--- src/rtl/order_injector_if.sv ---
// Host-side order write port for the order injector.
// Ports: wr_valid/wr_ready handshake, wr_side (0 buy, 1 sell), wr_price.
`timescale 1ns/1ps
interface order_injector_if;
    logic       wr_valid;
    logic       wr_ready;
    logic       wr_side;
    logic [5:0] wr_price;

    modport master (
        output wr_valid,
        output wr_side,
        output wr_price,
        input  wr_ready
    );

    modport slave (
        input  wr_valid,
        input  wr_side,
        input  wr_price,
        output wr_ready
    );
endinterface

--- src/rtl/order_injector.sv ---
// Order injector: FIFO-buffered host orders serialised as one-cycle
// order book pulses with programmable idle spacing between pulses.
// Ports: clk, rst_n, wr (host write port), enable, flush, gap_cycles,
// input_type/data_in/ext_data (order book bus), fifo_level,
// sent_count, overflow.
`timescale 1ns/1ps
module order_injector #(
    parameter int DEPTH = 8,
    parameter int GAP_W = 4
) (
    input  logic                   clk,
    input  logic                   rst_n,
    order_injector_if.slave        wr,
    input  logic                   enable,
    input  logic                   flush,
    input  logic [GAP_W-1:0]       gap_cycles,
    output logic [1:0]             input_type,
    output logic [5:0]             data_in,
    output logic [5:0]             ext_data,
    output logic [$clog2(DEPTH):0] fifo_level,
    output logic [7:0]             sent_count,
    output logic                   overflow
);

    localparam int AW = $clog2(DEPTH);
    localparam int LW = AW + 1;

    typedef enum logic [1:0] {
        IDLE,
        SEND,
        GAP
    } state_e;

    logic [6:0]       mem_q [DEPTH];
    logic [AW-1:0]    wptr_q, wptr_d;
    logic [AW-1:0]    rptr_q, rptr_d;
    logic [LW-1:0]    count_q, count_d;
    state_e           state_q, state_d;
    logic [GAP_W-1:0] cnt_q, cnt_d;
    logic [1:0]       type_q, type_d;
    logic [5:0]       data_q, data_d;
    logic [5:0]       ext_q, ext_d;
    logic [7:0]       sent_q, sent_d;
    logic             ovf_q, ovf_d;

    logic       full;
    logic       empty;
    logic       push;
    logic       can_pop;
    logic       pop;
    logic [6:0] head;

    assign full        = (count_q == LW'(DEPTH));
    assign empty       = (count_q == '0);
    assign wr.wr_ready = !full;
    assign push        = wr.wr_valid && !full && !flush;
    assign can_pop     = enable && !empty && !flush;
    assign head        = mem_q[rptr_q];

    always_comb begin
        state_d = state_q;
        cnt_d   = cnt_q;
        pop     = 1'b0;
        unique case (state_q)
            IDLE: begin
                if (can_pop) begin
                    state_d = SEND;
                    pop     = 1'b1;
                end
            end
            SEND: begin
                if (gap_cycles != '0) begin
                    state_d = GAP;
                    cnt_d   = gap_cycles;
                end else if (can_pop) begin
                    pop = 1'b1;
                end else begin
                    state_d = IDLE;
                end
            end
            GAP: begin
                if (cnt_q == GAP_W'(1)) begin
                    if (can_pop) begin
                        state_d = SEND;
                        pop     = 1'b1;
                    end else begin
                        state_d = IDLE;
                    end
                end else begin
                    cnt_d = cnt_q - GAP_W'(1);
                end
            end
            default: state_d = IDLE;
        endcase
        if (flush) begin
            state_d = IDLE;
            cnt_d   = '0;
        end
    end

    always_comb begin
        type_d  = 2'b00;
        data_d  = '0;
        ext_d   = '0;
        sent_d  = sent_q;
        wptr_d  = wptr_q;
        rptr_d  = rptr_q;
        count_d = count_q;
        ovf_d   = ovf_q | (wr.wr_valid && full);
        // head = {side, price[5:0]}
        if (pop) begin
            type_d = {1'b1, head[6]};
            data_d = {head[4:0], 1'b0};
            ext_d  = {5'b0, head[5]};
            sent_d = sent_q + 8'd1;
            rptr_d = rptr_q + AW'(1);
        end
        if (push) begin
            wptr_d = wptr_q + AW'(1);
        end
        if (push && !pop) begin
            count_d = count_q + LW'(1);
        end else if (pop && !push) begin
            count_d = count_q - LW'(1);
        end
        if (flush) begin
            wptr_d  = '0;
            rptr_d  = '0;
            count_d = '0;
        end
    end

    always_ff @(posedge clk or negedge rst_n) begin
        if (!rst_n) begin
            state_q <= IDLE;
            cnt_q   <= '0;
            wptr_q  <= '0;
            rptr_q  <= '0;
            count_q <= '0;
            type_q  <= 2'b00;
            data_q  <= '0;
            ext_q   <= '0;
            sent_q  <= '0;
            ovf_q   <= 1'b0;
        end else begin
            state_q <= state_d;
            cnt_q   <= cnt_d;
            wptr_q  <= wptr_d;
            rptr_q  <= rptr_d;
            count_q <= count_d;
            type_q  <= type_d;
            data_q  <= data_d;
            ext_q   <= ext_d;
            sent_q  <= sent_d;
            ovf_q   <= ovf_d;
        end
    end

    // Storage needs no reset; count_q gates every read.
    always_ff @(posedge clk) begin
        if (push) begin
            mem_q[wptr_q] <= {wr.wr_side, wr.wr_price};
        end
    end

    assign input_type = type_q;
    assign data_in    = data_q;
    assign ext_data   = ext_q;
    assign fifo_level = count_q;
    assign sent_count = sent_q;
    assign overflow   = ovf_q;

endmodule

--- src/flat_wrapper.sv ---
// flat-port wrapper written by rule: the top's interface ports become plain ports
module order_injector_flat 
#(
    parameter int DEPTH = 8,
    parameter int GAP_W = 4
)
  (clk, rst_n, enable, flush, gap_cycles, input_type, data_in, ext_data, fifo_level, sent_count, overflow, wr_wr_valid, wr_wr_side, wr_wr_price, wr_wr_ready);
  order_injector_if wr_i ();
  input  logic clk;
  input  logic rst_n;
  input  logic enable;
  input  logic flush;
  input  logic [GAP_W-1:0] gap_cycles;
  output logic [1:0] input_type;
  output logic [5:0] data_in;
  output logic [5:0] ext_data;
  output logic [$clog2(DEPTH):0] fifo_level;
  output logic [7:0] sent_count;
  output logic overflow;
  input wire logic [$bits(wr_i.wr_valid)-1:0] wr_wr_valid;
  input wire logic [$bits(wr_i.wr_side)-1:0] wr_wr_side;
  input wire logic [$bits(wr_i.wr_price)-1:0] wr_wr_price;
  output wire logic [$bits(wr_i.wr_ready)-1:0] wr_wr_ready;
  assign wr_i.wr_valid = wr_wr_valid;
  assign wr_i.wr_side = wr_wr_side;
  assign wr_i.wr_price = wr_wr_price;
  assign wr_wr_ready = wr_i.wr_ready;
  order_injector #(.DEPTH(DEPTH), .GAP_W(GAP_W)) u_core (.clk(clk), .rst_n(rst_n), .wr(wr_i), .enable(enable), .flush(flush), .gap_cycles(gap_cycles), .input_type(input_type), .data_in(data_in), .ext_data(ext_data), .fifo_level(fifo_level), .sent_count(sent_count), .overflow(overflow));
endmodule
--- config.mk ---
export PLATFORM = sky130hd
export DESIGN_NAME = order_injector_flat
export DESIGN_NICKNAME = d
export VERILOG_FILES = /design/src/rtl/order_injector_if.sv /design/src/rtl/order_injector.sv /design/src/flat_wrapper.sv
export SDC_FILE = /design/constraint.sdc
export NUM_CORES = 1
export LEC_CHECK = 0
export ABC_AREA = 1
export ABC_CLOCK_PERIOD_IN_PS = 3900
export BUFFER_PORTS_ARGS = -buffer_cell sky130_fd_sc_hd__buf_2
export CORE_ASPECT_RATIO = 0.7
export CORE_MARGIN = 4
export CORE_UTILIZATION = 59
export DETAILED_ROUTE_END_ITERATION = 8
export PLACE_DENSITY_LB_ADDON = 0.12
export SETUP_SLACK_MARGIN = 0.15
export SLEW_MARGIN = 40
export SYNTH_ARGS = -nofsm -noshare
export SYNTH_HDL_FRONTEND = slang
export SYNTH_SLANG_ARGS = --single-unit
export TNS_END_PERCENT = 20
--- constraint.sdc ---
create_clock -name clk -period 3.9 [get_ports clk]
set_input_delay 0.585 -clock clk [delete_from_list [all_inputs] [get_ports clk]]
set_output_delay 0.585 -clock clk [all_outputs]
set_load 0.02 [all_outputs]
Yosys cells after proc, flatten, opt, wreduce, memory -nomap -nowiden
Memories as Yosys holds them, arrays and structs flattened.
Cells that the tools add are included.
{ "totals": {"rom_bits": 0, "word_cells": 75, "mem_bits_rw": 56, "memories": 1, "latchBits": 0, "out_inout_bits": 28, "in_bits": 16, "register_bits": 34} }
{ "memory_table": {"columns": ["memory", "words", "width", "read_ports", "rd_ports_with_merged_regs", "write_ports", "line_no", "rtl"], "rows": [
  ["u_core.mem_q", 8, 7, 1, 0, 1, "order_injector.sv:34", "logic [6:0] mem_q [DEPTH];"]
]} }
{ "op_classes": {"n_addsub": 6, "reduce_logical": 21, "n_div": 0, "n_mux": 27, "order_cmp": 0, "n_mul": 0, "bitwise": 1, "n_shift": 0, "n_eq_ne": 9} }
{ "op_table": {"columns": ["op", "count"], "rows": [
  ["4-bit two-way mux", 6],
  ["2-bit two-way mux", 6],
  ["3-bit two-way mux", 4],
  ["3-bit by 2-bit inequality test with 1-bit output, second input constant", 3],
  ["8-bit by 1-bit adder with 8-bit output, second input constant", 1],
  ["4-bit one-hot mux with 2 select lines", 1],
  ["4-bit by 1-bit subtractor with 4-bit output, second input constant", 2],
  ["1-bit logical AND", 7],
  ["1-bit two-way mux", 7],
  ["3-bit by 1-bit adder with 3-bit output, second input constant", 2],
  ["6-bit two-way mux", 1],
  ["2-bit one-hot mux with 3 select lines", 1],
  ["3-bit AND reduction", 2],
  ["3-bit nonzero test", 2],
  ["1-bit zero test", 5],
  ["4-bit by 1-bit adder with 4-bit output, second input constant", 1],
  ["4-bit by 1-bit == test with 1-bit output, second input constant", 1],
  ["4-bit == test, second input constant", 1],
  ["4-bit zero test", 1],
  ["4-bit inequality test, second input constant", 1],
  ["2-bit nonzero test", 2],
  ["4-bit nonzero test", 1],
  ["3-bit inequality test, second input constant", 1],
  ["1-bit one-hot mux with 3 select lines", 1],
  ["4 further kinds", 4]
]} }

Longest topological paths before layout
{ "logic_depth": {"ltp_word": 11, "ltp_mapped": 17, "mapped_depth_nobuf": 17} }

Worst setup path after synthesis
Ideal clock, no wire load.
{ "synth_path": {"kind": "register to register", "startpoint": "reg u_core.count_q[1] (netlist: u_core.fifo_level[1])", "endpoint": "reg u_core.count_q[3] (netlist: u_core.fifo_level[3])", "n_path_buf": 0, "t_arrival_ps": 2038, "setup_ps": 65, "required_time_ps": 3835, "period_less_slack_ps": 2103, "stages_incl_launch_ff": 15, "setup_slack_ps": 1797, "cell_sequence": "dfrtp_1 nor2_1 nand3_2 nand3_1 inv_1 nand2_4 ha_1 a21oi_1 nand2_1 nand2_1 nand2_1 nand3b_1 nand2_1 nand2_1 nand2_1"} }
{ "synth_via": {"elab_cells_between_ends": 22, "cone_classes": "add/sub: 2; eq/ne: 1; mux: 7; reduce/logical: 12"} }
{ "synth_lines": {"columns": ["item", "line_no", "rtl"], "rows": [
  ["from (decl)", "order_injector.sv:37", "logic [LW-1:0] count_q, count_d;"],
  ["from (signal assigned)", "order_injector.sv:150", "count_q <= count_d;"],
  ["4-bit == test (*)", "order_injector.sv:53", "assign full = (count_q == LW'(DEPTH));"],
  ["1-bit zero test (*)", null, null],
  ["named net wr_wr_ready", "flat_wrapper.sv:23", "output wire logic [$bits(wr_i.wr_ready)-1:0] wr_wr_ready;"],
  ["1-bit logical AND (*) (2 in series)", "order_injector.sv:56", "assign push = wr.wr_valid && !full && !flush;"],
  ["1-bit logical AND / 1-bit zero test (equally long branches)", "order_injector.sv:121, order_injector.sv:123", null],
  ["4-bit two-way mux / 1-bit logical AND (equally long branches)", "order_injector.sv:121, order_injector.sv:123", null],
  ["4-bit two-way mux / 3-bit nonzero test (equally long branches)", null, null]
]} }
Mark *: on every way through the listed nets, which the timed path passes. The rest lies on a longest branch. The select of a mux whose other input is x is not followed.
A chain may end at the register's enable or synchronous reset.

Final worst setup path
{ "layout_path": {"startpoint": "reg u_core.cnt_q[1]", "endpoint": "reg u_core.count_q[3] (netlist: u_core.fifo_level[3])"} }
{ "layout_via": {"elab_chain_cells": 7, "elab_cells_between_ends": 9, "cone_classes": "eq/ne: 1; mux: 4; reduce/logical: 4"} }
{ "layout_lines": {"columns": ["item", "line_no", "rtl"], "rows": [
  ["from (decl)", "order_injector.sv:39", "logic [GAP_W-1:0] cnt_q, cnt_d;"],
  ["from (signal assigned)", "order_injector.sv:147", "cnt_q <= cnt_d;"],
  ["4-bit by 1-bit == test with 1-bit output (*)", "order_injector.sv:82", "if (cnt_q == GAP_W'(1)) begin"],
  ["1-bit two-way mux (*)", "order_injector.sv:82", null],
  ["1-bit one-hot mux with 3 select lines (*)", "order_injector.sv:64", "unique case (state_q)"],
  ["1-bit zero test", "order_injector.sv:121", "if (push && !pop) begin"],
  ["1-bit logical AND", "order_injector.sv:121", null],
  ["4-bit two-way mux", "order_injector.sv:121", null],
  ["4-bit two-way mux", "order_injector.sv:126", "if (flush) begin"]
]} }
Mark *: on every way between the ends. The rest lies on a longest branch, timed or not.

==> flow_metrics.tcl <==
set metrics [dict create \
    status "finished clean" \
    cts_root_buf "clkbuf_8" \
    rsz0062_at_grt "no" \
    grt_max_degree 34 \
    path_max_fanout 18 \
    maxSlewViolCount 0 \
    wirelength_um 7280 \
    dp_cells 461 \
    drtAntennaViolNets 0 \
    holdBufCountCts 0 \
    path_cells "inv_1 > ha_1 > nand2_1 > nor2_1 > nand2_1 > nand3_2 > nand2_4 > nand2_4 > ha_1 > a21oi_1 > nand2_1 > nand2_1 > nand2_1 > nand3b_1 > nand2_1 > nand2_1 > nand2_1" \
    fin_skew_ps 4.980 \
    core.rowCount 24 \
    io_buffers 37 \
    ir_drop_v 0.0003207 \
    hp-class "primary input to asynchronous set/reset pin" \
    htree_num_levels 3 \
    core_um2 6306 \
    n_antenna_cell 0 \
    yosysTopAreaCell "edfxtp_1" \
    grt_remaining_overflow 0 \
    p_leak_nw 1.879 \
    worstPathArrival_ps 2720 \
    fp.dieH_um 75.88 \
    grt_pass1_wl_um 11840 \
    synth.area.top_cells "edfxtp_1, dfrtp_1, nand2_1" \
    avgSynthCellArea_um2 10.91 \
    synth-main-ff-cell "edfxtp_1" \
    maxCapViolations 0 \
    cts.sinks 89 \
    drc_errors 0 \
    syn_inst 356 \
    crit_path_end_kind "register" \
    period_needed_ps 2433 \
    viasPerCell 5.347 \
    first_pass_iters 4 \
    dp_hpwl_um 4916 \
    clk_pin_slew_worst_paths_ps 80 \
    crit_required_ps 4180 \
    critPathSlowestCell "dfrtp_1" \
    hold_viol 0 \
    cts_buffers 9 \
    worst_slew_pin_slew_ps 812.3 \
    layout-drive-gt1-share_pct 16.83 \
    critPathMaxStageDelay_ps 340 \
    netlist-cell-type-count 30 \
    groute.usage.overall_pct 19.69 \
    ios 44 \
    ys_warn_count 0 \
    vias 2545 \
    setup_violations 0 \
    post_cts_resized 0 \
    max_freq_mhz 411.0 \
    fin_crit_sh_pct 62.38 \
    async_reset_ff_share_pct 37.08 \
    tns_ps 0 \
    die_x_um 105.0 \
    antenna_found_initial 0 \
    relSlewSlack_pct 45.64 \
    synthTopCellsByCount "nand2_1, edfxtp_1, dfrtp_1, a21oi_1, nor2_1" \
    synth_edf_count 56 \
    cpMostUsedCell "nand2_1" \
    powerDensity_nw_per_um2 585.0 \
    dieArea_um2 7965 \
    post_drt_wl_per_cell_um 15.29 \
    grt_pass1_vias 2395 \
    final_cell_count_no_fill 476 \
    synth.most_common_cell "nand2_1" \
    post-cts-setup-buffers 0 \
    synth_top_cell_area_share_pct 43.30 \
    path_class "register to register" \
    routabilityCongestion 0.7844 \
    cp-start-kind "register" \
    yosysSeqAreaShare_pct 64.56 \
    tritoncts "built" \
    drt_iter0_drc 163 \
    ys_ff_latch 89 \
    syn_to_final_growth_pct 10.44 \
    final_nets 418 \
    start_util_pct 61.59 \
    clk_latency_ps 340 \
    syn_area_um2 3884 \
    max-clock-path-buffers 2 \
]
-- cells by family (layout without fill, tap and decap cells) --
group / Yosys count / in the layout / share of synthesized area (%)
compound gates: 65 / 65 / 10.12
flops: 89 / 89 / 64.56
xor+xnor: 10 / 10 / 2.255
other cells: 1 / 6 / 0.09656
fa+ha+maj: 8 / 8 / 2.771
simple gates: 135 / 135 / 14.76
buf+inv: 48 / 85 / 5.445
-- placed cells by master, fill, tap and decap left out, drive strengths merged, types with 2 or more instances in the layout --
cell type  Yosys  final
a21oi         27     27
a22oi          7      7
a32o           7      7
buf           11     38
clkbuf         5     10
clkinv         0      2
clkinvlp       0      2
conb           1      6
dfrtp         33     33
edfxtp        56     56
ha             7      7
inv           32     32
nand2         91     91
nand3         14     14
nor2          28     28
o21ai         17     17
o22ai          4      4
xnor2          4      4
xor2           6      6
-- cell type report --
type	count	area, um2
clock inverters	5	57.56
multi-input cells	224	1184
inverters	32	120.1
clock buffers	10	127.6
flip-flops and latches	89	2507
fillers	510	2017
well taps	78	97.59
repair buffers	38	195.2
-- registers in the layout, indices dropped and copies added (netlist names) --
name / count
u_core.cnt_q: 4
u_core.data_in: 5
u_core.input_type: 2
u_core.overflow: 1
u_core.state_q: 2
u_core.rptr_q: 3
u_core.sent_count: 8
u_core.ext_data: 1
u_core.wptr_q: 3
u_core.fifo_level: 4
u_core.mem_q: 56
-- metrics by stage --
step | cell area (um2) | setup WS [ps] | hold slack (ps) | utilization [%] | total power, mW
floorplan | 3902 | 1797 | 289.4 | - | 1.745
global placement | 4101 | 1497 | 452.6 | 65.04 | 1.929
detailed placement | 4101 | 1407 | 470.9 | 65.04 | 1.941
CTS | 4287 | 1498 | 300.5 | 67.98 | 2.528
global route | 4289 | 1265 | 184.2 | 68.02 | 2.674
finish | 4289 | 1467 | 168.6 | 68.02 | 2.509
-- where the power goes --
group          leakage [nW]  switching [mW]  internal [mW]
Sequential            0.947          0.0840           1.10
Combinational         0.846           0.479          0.257
Clock                0.0860           0.293          0.291
-- critical path: cells and delay by family (launching register included) --
kind	cells	cell delay [ps]
DFF	1	340
adders and majority gates	2	530
AOI/OAI and AO/OA	1	200
buffers and inverters	1	80
and+or+nand+nor	13	1220
-- metal layers --
layer | wire length [um] | vias to the layer above | global-route usage [%]
met2 | 3156 | 73 | 29.99
met1 | 3720 | 1188 | 28.76
met4 | 42 | 0 | 5.822
li1 | - | 1280 | -
met5 | 0 | - | 0
met3 | 362 | 4 | 4.657
-- final timing paths --
check                                            startpoint                               end  slack [ps]  depth (start not counted)
hold / removal                                        rst_n  u_core.sent_count[6]$_DFFE_PN0P_         170                          1
max in group asynchronous                             rst_n       u_core.cnt_q[3]$_DFFE_PN0P_        3420                          1
setup / recovery                u_core.cnt_q[1]$_DFFE_PN0P_  u_core.fifo_level[3]$_DFFE_PN0P_        1470                         17
min in group clk           u_core.sent_count[7]$_DFFE_PN0P_  u_core.sent_count[7]$_DFFE_PN0P_         470                          1
setup reg to reg                u_core.cnt_q[1]$_DFFE_PN0P_  u_core.fifo_level[3]$_DFFE_PN0P_        1470                         17
hold reg to reg            u_core.sent_count[7]$_DFFE_PN0P_  u_core.sent_count[7]$_DFFE_PN0P_         470                          1
Power figures use the tool's default switching activity.
